File: config.mk
export PLATFORM = sky130hd
export DESIGN_NAME = starter_evolution_ctrl_flat
export DESIGN_NICKNAME = d
export VERILOG_FILES = /design/src/rtl/starter_evolution_ctrl_if.sv /design/src/rtl/starter_evolution_ctrl.sv /design/src/flat_wrapper.sv
export SDC_FILE = /design/constraint.sdc
export NUM_CORES = 1
export LEC_CHECK = 0
export BUFFER_PORTS_ARGS = -buffer_cell sky130_fd_sc_hd__clkbuf_2
export CAP_MARGIN = 40
export CORE_MARGIN = 8
export CORE_UTILIZATION = 30
export DETAILED_ROUTE_END_ITERATION = 7
export SYNTH_ARGS = -nofsm -noshare
export SYNTH_HDL_FRONTEND = slang
export SYNTH_SLANG_ARGS = --single-unit
File: constraint.sdc
create_clock -name Clk -period 5.5 [get_ports Clk]
set_input_delay 0.55 -clock Clk [delete_from_list [all_inputs] [get_ports Clk]]
set_output_delay 0.55 -clock Clk [all_outputs]
set_load 0.01 [all_outputs]
File: src/rtl/starter_evolution_ctrl_if.sv
// Bus between the starter/evolution controller and its environment: player
// inputs, map/battle status, and the registered sprite-selection outputs.
interface starter_evolution_ctrl_if;
   logic       start;
   logic       btn_left;
   logic       btn_right;
   logic       btn_confirm;
   logic [1:0] map_level;
   logic       battle_active;
   logic [1:0] cursor;
   logic [3:0] chosenPokemon;
   logic [4:0] pkmnID;
   logic       selection_done;
   logic       evolving;

   modport master (
      output start, btn_left, btn_right, btn_confirm, map_level, battle_active,
      input  cursor, chosenPokemon, pkmnID, selection_done, evolving
   );

   modport slave (
      input  start, btn_left, btn_right, btn_confirm, map_level, battle_active,
      output cursor, chosenPokemon, pkmnID, selection_done, evolving
   );
endinterface

File: src/rtl/starter_evolution_ctrl.sv
// Starter selection and evolution sequencer driving the back-sprite ROM.
// Optional macro STARTER_EVOLVE_FLASH_EN: old/new sprite flashing during evolution.
module starter_evolution_ctrl #(
   parameter int unsigned EVOLVE_CYCLES = 120,
   parameter int unsigned FLASH_PERIOD  = 8
) (
   input  logic                     Clk,
   input  logic                     Reset,
   starter_evolution_ctrl_if.slave  bus
);

   localparam int unsigned TMR_W = (EVOLVE_CYCLES > 2) ? $clog2(EVOLVE_CYCLES) : 1;

   if (EVOLVE_CYCLES < 2 || FLASH_PERIOD < 1) begin : g_param_chk
      $error("starter_evolution_ctrl: EVOLVE_CYCLES must be >= 2 and FLASH_PERIOD >= 1");
   end

   typedef enum logic [1:0] {
      ST_IDLE   = 2'd0,
      ST_BROWSE = 2'd1,
      ST_LOCKED = 2'd2,
      ST_EVOLVE = 2'd3
   } state_e;

   state_e           state_q, state_d;
   logic [1:0]       cursor_q, cursor_d;
   logic [1:0]       family_q, family_d;
   logic [1:0]       stage_q, stage_d;
   logic [3:0]       chosen_q, chosen_d;
   logic [4:0]       pkmn_q, pkmn_d;
   logic             sel_done_q, sel_done_d;
   logic             evolving_q, evolving_d;
   logic [TMR_W-1:0] timer_q, timer_d;
   logic             start_prev_q, left_prev_q, right_prev_q, confirm_prev_q;

`ifdef STARTER_EVOLVE_FLASH_EN
   localparam int unsigned FL_W = (FLASH_PERIOD > 1) ? $clog2(FLASH_PERIOD) : 1;
   logic [FL_W-1:0] flash_cnt_q, flash_cnt_d;
   logic            flash_phase_q, flash_phase_d;
`endif

   logic       start_rise, left_rise, right_rise, confirm_rise;
   logic [1:0] target;
   logic [3:0] cur_code, next_code;

   assign start_rise   = bus.start       & ~start_prev_q;
   assign left_rise    = bus.btn_left    & ~left_prev_q;
   assign right_rise   = bus.btn_right   & ~right_prev_q;
   assign confirm_rise = bus.btn_confirm & ~confirm_prev_q;

   // Map levels beyond the last evolution stage clamp to stage 2.
   assign target    = (bus.map_level > 2'd2) ? 2'd2 : bus.map_level;
   assign cur_code  = 4'(stage_q) * 4'd3 + 4'(family_q);
   assign next_code = cur_code + 4'd3;

   // Next-state and output logic
   always_comb begin
      state_d    = state_q;
      cursor_d   = cursor_q;
      family_d   = family_q;
      stage_d    = stage_q;
      chosen_d   = chosen_q;
      pkmn_d     = pkmn_q;
      sel_done_d = sel_done_q;
      evolving_d = evolving_q;
      timer_d    = timer_q;
`ifdef STARTER_EVOLVE_FLASH_EN
      flash_cnt_d   = flash_cnt_q;
      flash_phase_d = flash_phase_q;
`endif
      unique case (state_q)
         ST_IDLE: begin
            if (start_rise) begin
               state_d = ST_BROWSE;
               pkmn_d  = 5'd3 + 5'(cursor_q);
            end
         end
         ST_BROWSE: begin
            if (confirm_rise) begin
               family_d   = cursor_q;
               stage_d    = 2'd0;
               chosen_d   = 4'(cursor_q);
               pkmn_d     = 5'd3 + 5'(cursor_q);
               sel_done_d = 1'b1;
               state_d    = ST_LOCKED;
            end else begin
               if (right_rise && !left_rise) begin
                  cursor_d = (cursor_q == 2'd2) ? 2'd0 : cursor_q + 2'd1;
               end else if (left_rise && !right_rise) begin
                  cursor_d = (cursor_q == 2'd0) ? 2'd2 : cursor_q - 2'd1;
               end
               pkmn_d = 5'd3 + 5'(cursor_d);
            end
         end
         ST_LOCKED: begin
            if (target > stage_q && !bus.battle_active) begin
               state_d    = ST_EVOLVE;
               evolving_d = 1'b1;
               timer_d    = '0;
`ifdef STARTER_EVOLVE_FLASH_EN
               flash_cnt_d   = '0;
               flash_phase_d = 1'b0;
`endif
            end
         end
         ST_EVOLVE: begin
            if (timer_q == TMR_W'(EVOLVE_CYCLES - 1)) begin
               stage_d    = stage_q + 2'd1;
               chosen_d   = next_code;
               pkmn_d     = 5'd3 + 5'(next_code);
               evolving_d = 1'b0;
               state_d    = ST_LOCKED;
            end else begin
               timer_d = timer_q + TMR_W'(1);
`ifdef STARTER_EVOLVE_FLASH_EN
               // Phase 0 shows the old sprite, phase 1 the new one.
               if (flash_cnt_q == FL_W'(FLASH_PERIOD - 1)) begin
                  flash_cnt_d   = '0;
                  flash_phase_d = ~flash_phase_q;
                  pkmn_d        = flash_phase_q ? 5'd3 + 5'(cur_code)
                                                : 5'd3 + 5'(next_code);
               end else begin
                  flash_cnt_d = flash_cnt_q + FL_W'(1);
               end
`endif
            end
         end
         default: state_d = ST_IDLE;
      endcase
   end

   // State and output registers; reset aborts any evolution in progress.
   always_ff @(posedge Clk or posedge Reset) begin
      if (Reset) begin
         state_q        <= ST_IDLE;
         cursor_q       <= 2'd0;
         family_q       <= 2'd0;
         stage_q        <= 2'd0;
         chosen_q       <= 4'b1111;
         pkmn_q         <= 5'b11111;
         sel_done_q     <= 1'b0;
         evolving_q     <= 1'b0;
         timer_q        <= '0;
         start_prev_q   <= 1'b0;
         left_prev_q    <= 1'b0;
         right_prev_q   <= 1'b0;
         confirm_prev_q <= 1'b0;
      end else begin
         state_q        <= state_d;
         cursor_q       <= cursor_d;
         family_q       <= family_d;
         stage_q        <= stage_d;
         chosen_q       <= chosen_d;
         pkmn_q         <= pkmn_d;
         sel_done_q     <= sel_done_d;
         evolving_q     <= evolving_d;
         timer_q        <= timer_d;
         start_prev_q   <= bus.start;
         left_prev_q    <= bus.btn_left;
         right_prev_q   <= bus.btn_right;
         confirm_prev_q <= bus.btn_confirm;
      end
   end

`ifdef STARTER_EVOLVE_FLASH_EN
   always_ff @(posedge Clk or posedge Reset) begin
      if (Reset) begin
         flash_cnt_q   <= '0;
         flash_phase_q <= 1'b0;
      end else begin
         flash_cnt_q   <= flash_cnt_d;
         flash_phase_q <= flash_phase_d;
      end
   end
`endif

   assign bus.cursor         = cursor_q;
   assign bus.chosenPokemon  = chosen_q;
   assign bus.pkmnID         = pkmn_q;
   assign bus.selection_done = sel_done_q;
   assign bus.evolving       = evolving_q;

endmodule

File: src/flat_wrapper.sv
// flat-port wrapper written by rule: the top's interface ports become plain ports
module starter_evolution_ctrl_flat 
#(
   parameter int unsigned EVOLVE_CYCLES = 120,
   parameter int unsigned FLASH_PERIOD  = 8
)
  (Clk, Reset, bus_start, bus_btn_left, bus_btn_right, bus_btn_confirm, bus_map_level, bus_battle_active, bus_cursor, bus_chosenPokemon, bus_pkmnID, bus_selection_done, bus_evolving);
  starter_evolution_ctrl_if bus_i ();
  input  logic Clk;
  input  logic Reset;
  input wire logic [$bits(bus_i.start)-1:0] bus_start;
  input wire logic [$bits(bus_i.btn_left)-1:0] bus_btn_left;
  input wire logic [$bits(bus_i.btn_right)-1:0] bus_btn_right;
  input wire logic [$bits(bus_i.btn_confirm)-1:0] bus_btn_confirm;
  input wire logic [$bits(bus_i.map_level)-1:0] bus_map_level;
  input wire logic [$bits(bus_i.battle_active)-1:0] bus_battle_active;
  output wire logic [$bits(bus_i.cursor)-1:0] bus_cursor;
  output wire logic [$bits(bus_i.chosenPokemon)-1:0] bus_chosenPokemon;
  output wire logic [$bits(bus_i.pkmnID)-1:0] bus_pkmnID;
  output wire logic [$bits(bus_i.selection_done)-1:0] bus_selection_done;
  output wire logic [$bits(bus_i.evolving)-1:0] bus_evolving;
  assign bus_i.start = bus_start;
  assign bus_i.btn_left = bus_btn_left;
  assign bus_i.btn_right = bus_btn_right;
  assign bus_i.btn_confirm = bus_btn_confirm;
  assign bus_i.map_level = bus_map_level;
  assign bus_i.battle_active = bus_battle_active;
  assign bus_cursor = bus_i.cursor;
  assign bus_chosenPokemon = bus_i.chosenPokemon;
  assign bus_pkmnID = bus_i.pkmnID;
  assign bus_selection_done = bus_i.selection_done;
  assign bus_evolving = bus_i.evolving;
  starter_evolution_ctrl #(.EVOLVE_CYCLES(EVOLVE_CYCLES), .FLASH_PERIOD(FLASH_PERIOD)) u_core (.Clk(Clk), .Reset(Reset), .bus(bus_i));
endmodule
# Word-level counts from Yosys, hierarchy flattened
# Cells that the tools add are included.
# classes
add_sub_neg	9
n_mul	1
n_lt_le_gt_ge	2
eq_ne	10
n_mux	28
bitwise_logic	9
reduce_logical	18
# op_table
op	n
2-bit 2-to-1 mux	13
5-bit 2-to-1 mux	3
5-bit one-hot mux with 3 select lines	1
7-bit 2-to-1 mux	2
7-bit one-hot mux with 2 select lines	1
3-bit AND reduction	4
4-bit 2-to-1 mux	2
2-bit by 1-bit != test with 1-bit output (second input constant)	4
2-bit one-hot mux with 4 select lines	1
4-bit one-hot mux with 2 select lines	1
7-bit by 1-bit adder with 7-bit output (second input constant)	1
7-bit == test (second input constant)	1
2-bit by 2-bit adder with 3-bit output (first input constant)	2
2-bit == test (second input constant)	3
2-bit by 4-bit adder with 5-bit output (first input constant)	1
1-bit NOT	5
2-bit by 1-bit adder with 2-bit output (second input constant)	2
4-bit by 2-bit adder with 4-bit output	1
4-bit by 2-bit adder with 4-bit output (second input constant)	1
1-bit bitwise AND	4
2-bit zero test	2
2-bit by 2-bit multiplier with 4-bit output (second input constant)	1
2-bit one-hot mux with 2 select lines	1
2-bit AND reduction	2
12 further kinds	18
# word_totals
regBits	30
input_bits	9
out_inout_bits	13

# Logic depth before layout (Yosys ltp)
# depth
depth_word	11
ltp_mapped	11
depth_no_buf	11

# Least setup slack after synthesis
# Ideal clock, no wire load.
# synth_path
path_type	register to register
start	reg u_core.stage_q[0]
end	reg u_core.pkmn_q[2] (netlist: u_core.bus.pkmnID[2])
setup_ns	0.077
arrival_time_ns	2.255
required_time_ns	5.423
slack_ns	3.168
stages_incl_launch_ff	11
n_path_buf	0
synth_period_minus_slack_ns	2.332
path_cell_list	dfrtp_1 -> inv_1 -> ha_1 -> xor2_1 -> xnor2_1 -> ha_1 -> fa_1 -> xor2_1 -> o22a_1 -> o211ai_1 -> o21a_1
# synth_between
elab_chain_cells	6
# synth_rtl
item	line_no	source
start: declaration	starter_evolution_ctrl.sv:28	logic [1:0] stage_q, stage_d;
start signal: assignment	starter_evolution_ctrl.sv:152	stage_q <= stage_d;
2-bit by 2-bit multiplier with 4-bit output	starter_evolution_ctrl.sv:53	assign cur_code = 4'(stage_q) * 4'd3 + 4'(family_q);
4-bit by 2-bit adder with 4-bit output	starter_evolution_ctrl.sv:53	
4-bit by 2-bit adder with 4-bit output	starter_evolution_ctrl.sv:54	assign next_code = cur_code + 4'd3;
2-bit by 4-bit adder with 5-bit output	starter_evolution_ctrl.sv:110	pkmn_d = 5'd3 + 5'(next_code);
5-bit 2-to-1 mux	starter_evolution_ctrl.sv:107	if (timer_q == TMR_W'(EVOLVE_CYCLES - 1)) begin
5-bit one-hot mux with 3 select lines	starter_evolution_ctrl.sv:71	unique case (state_q)
end signal: assignment	starter_evolution_ctrl.sv:154	pkmn_q <= pkmn_d;
end: declaration	starter_evolution_ctrl.sv:30	logic [4:0] pkmn_q, pkmn_d;
# No other way between the ends. The select of a mux whose other input is x is not followed.
# A chain may end at the register's enable or synchronous reset.

# Worst setup path in the final report
# layout_path
start	reg u_core.stage_q[0]
end	reg u_core.pkmn_q[4] (netlist: u_core.bus.pkmnID[4])
# The elaborated chain is that of the path after synthesis.

==> flow_summary.toml <==
[run_status]
status = "completed"

[cells_and_area]
diodes = 0
fin_area_um2 = 2080
nFillCells = 613
drive_gt1_frac = 0.260
synthToLayoutAreaGrowth_pct = 14.0
layout.nets = 222
final_cell_mix = "clkbuf_2 (21), dfrtp_1 (21), nand2_1 (15)"

[die]
initial_core_util = 0.309
rows = 28
die_y_um = 94.0
ios = 22
dieArea_um2 = 8840
die_w_um = 94.0
core_area_um2 = 5920

[global_route]
grt.total_usage = 0.0998
grt_pass1_wl_um = 7080
antenna_found_initial = 0
overflow = 0
grt_pass1_vias = 1387
grt_max_degree = 31

[synthesis]
ys_seq_area_frac = 0.417
synthArstFlopShare = 1.00
synth-seq-cells = 30
synth_edf_count = 0
syn_area_um2 = 1830
ys.flop_type = "dfrtp_1"
synthCells = 178
synth_cell_types = 48
yosys_warnings = 0
avgSynthCellArea_um2 = 10.3
synth_fp_nets = 201

[route]
drtPass1Iterations = 6
routed-via-count = 1398
top_layer = "met4"
wl_met1_um = 1980
drc = 0
drtIter0Drc = 87
avgViaCountPerCell = 5.08
wire_per_inst_um = 14.7
wl_met2_um = 1780
wl_met3_um = 223
postRouteAntennaNets = 0
totalWireLength_um = 4040

[clock_network]
cts_resized = 0
cts_tree = "yes"
clk_path_buf_depth = 2
clockRootBuffer = "clkbuf_8"
hold_buffers = 0
tritoncts.num_buffers = 5
post_cts_buffers = 0
cts.sinks = 30
clkLatencyLatePin_ps = 280
htreeDepth = 2
clkTransAtPathRegs_ps = 70

[critical_path]
worst_path_max_delay_cell = "dfrtp_1"
cp.required_ps = 5720
rr_startpoint = "u_core.stage_q[0]$_DFFE_PP0P_"
critPathCaptureType = "flip-flop"
cp-start-kind = "flip-flop"
path_class = "flip-flop to flip-flop"
timing.rr.end = "u_core.bus.pkmnID[4]$_DFFE_PP1P_"
max_stage_delay_ps = 450
ff2ff_path_depth = 9
arrival_ps = 2850
crit_chain = "inv_1, ha_1, xor2_1, xnor2_1, ha_1, fa_1, xnor2_1, nor4b_1, mux2_4"
ff2ff_setup_slack_ps = 2870
cp_max_fo = 6

[power_and_ir_drop]
power_switching_mw = 0.559
ir_drop_mv = 0.189
p_int_mw = 0.756
combinationalPowerShare = 0.516
total_power_mw = 1.32
powerDensity_nw_per_um2 = 632
pwr-share-seq = 0.343
leakage_nw = 0.938
swShare = 0.425
pwr-share-clk = 0.141

[timing]
clock_skew_ps = 9.56
setup_ws_ps = 2870
hold_viol_final = 0
min_period_ps = 2630
fin_crit_sh = 0.477
max_freq_ghz = 0.381
finalSetupViolCount = 0
worst_slew_pin_slew_ps = 729
fin_setup_tns_ps = 0
slew_headroom = 0.514
grt_setup_unrepaired = "no"
slew_viol_final = 0

[placed_design]
gp_congestion = 0.801
pre_cts_slack_ps = 2940
io_buffers = 21
dp_hpwl_um = 3010
dpl_cell_area_um2 = 1990

[hold_path]
hold_class = "input pin to asynchronous set/reset pin"

[flow_run]
drv_cap = 0
[logic make-up (layout without fill, tap and decap cells)]
group                    count (synthesis)  after routing  share of synthesized area
adder cells (fa/ha/maj)                 14             14                      0.100
AO/OA/AOI/OAI                           48             48                      0.184
XOR/XNOR                                 6              6                     0.0288
buffers and inverters                   19             41                     0.0452
flip-flops                              30             30                      0.417
AND/OR/NAND/NOR                         53             53                      0.170
multiplexers                             8              8                     0.0555
[worst max path at each step]
stage	to	startpoint	cells after the start
after detailed placement	u_core.bus.pkmnID[4]$_DFFE_PP1P_	u_core.stage_q[0]$_DFFE_PP0P_	9
after CTS	u_core.bus.pkmnID[4]$_DFFE_PP1P_	u_core.stage_q[0]$_DFFE_PP0P_	9
after floorplan	u_core.bus.pkmnID[2]$_DFFE_PP1P_	u_core.stage_q[0]$_DFFE_PP0P_	10
final	u_core.bus.pkmnID[4]$_DFFE_PP1P_	u_core.stage_q[0]$_DFFE_PP0P_	9
after global placement	u_core.bus.pkmnID[2]$_DFFE_PP1P_	u_core.stage_q[0]$_DFFE_PP0P_	10
after global routing	u_core.bus.pkmnID[4]$_DFFE_PP1P_	u_core.stage_q[0]$_DFFE_PP0P_	9
[flip-flops by register name (all words and copies together), names as in the netlist]
name and flops:
u_core.right_prev_q 1, u_core.bus.cursor 2, u_core.family_q 2, u_core.stage_q 2, u_core.timer_q 7, u_core.bus.pkmnID 5, u_core.left_prev_q 1, u_core.state_q 2
u_core.bus.chosenPokemon 4, u_core.start_prev_q 1, u_core.bus.selection_done 1, u_core.confirm_prev_q 1, u_core.bus.evolving 1
[layout make-up]
type                    count  area (um2)  area share
flip-flops and latches     30         762       0.366
repair buffers             22         113      0.0541
well taps                  75        93.8      0.0451
inverters                  11        41.3      0.0198
multi-input cells         129         982       0.472
clock buffers               8        90.1      0.0433
[power by group through the flow]
stage                     sequential (mW)  combinational [mW]  clock, mW
final                               0.451               0.679      0.185
after global routing                0.474               0.785      0.197
after CTS                           0.452               0.688      0.190
after detailed placement            0.455               0.683          0
after global placement              0.451               0.665          0
after floorplan                     0.410               0.553          0
[worst max-delay path: cells and delay by family (launching register included)]
kind | cells | cell delay, ps
muxes | 1 | 220
adders and majority gates | 3 | 920
DFF | 1 | 450
buffers and inverters | 1 | 100
xor gates and xnor gates | 3 | 470
and+or+nand+nor | 1 | 400
[Yosys cell counts (2+ instances only)]
master,n,area [um2]
mux2_4,3,45.0
ha_1,13,163
o221ai_1,2,17.5
nand3_1,4,20.0
a31oi_1,3,18.8
nor2b_1,8,50.1
clkbuf_1,3,11.3
mux2_2,5,56.3
dfstp_2,9,236
o21ai_0,13,65.1
nand2_1,15,56.3
or2_2,2,12.5
o21a_1,3,22.5
nand2b_1,5,31.3
o2bb2ai_1,4,35.0
a22o_1,8,70.1
a21oi_1,5,25.0
xnor2_1,2,17.5
nor3_1,3,15.0
nor2_1,4,15.0
inv_1,11,41.3
xor2_1,4,35.0
nor3b_1,2,15.0
buf_2,3,15.0
dfrtp_1,21,526
[metal layers]
layer / GRT usage / vias up
met3: 0.0288 / 5
met2: 0.151 / 29
met1: 0.134 / 677
met5: 0 / -
li1: - / 687
met4: 0.0277 / 0
[through the flow]
step           std cells  hold WS [ps]  utilization
2_1_floorplan        178           485            -
3_3_place_gp         267           454        0.336
3_5_place_dp         267           461        0.336
4_1_cts              275           326        0.352
5_1_grt              275           375        0.352
6_report             275           315        0.352
No activity file was read; power rests on OpenSTA's default activity.
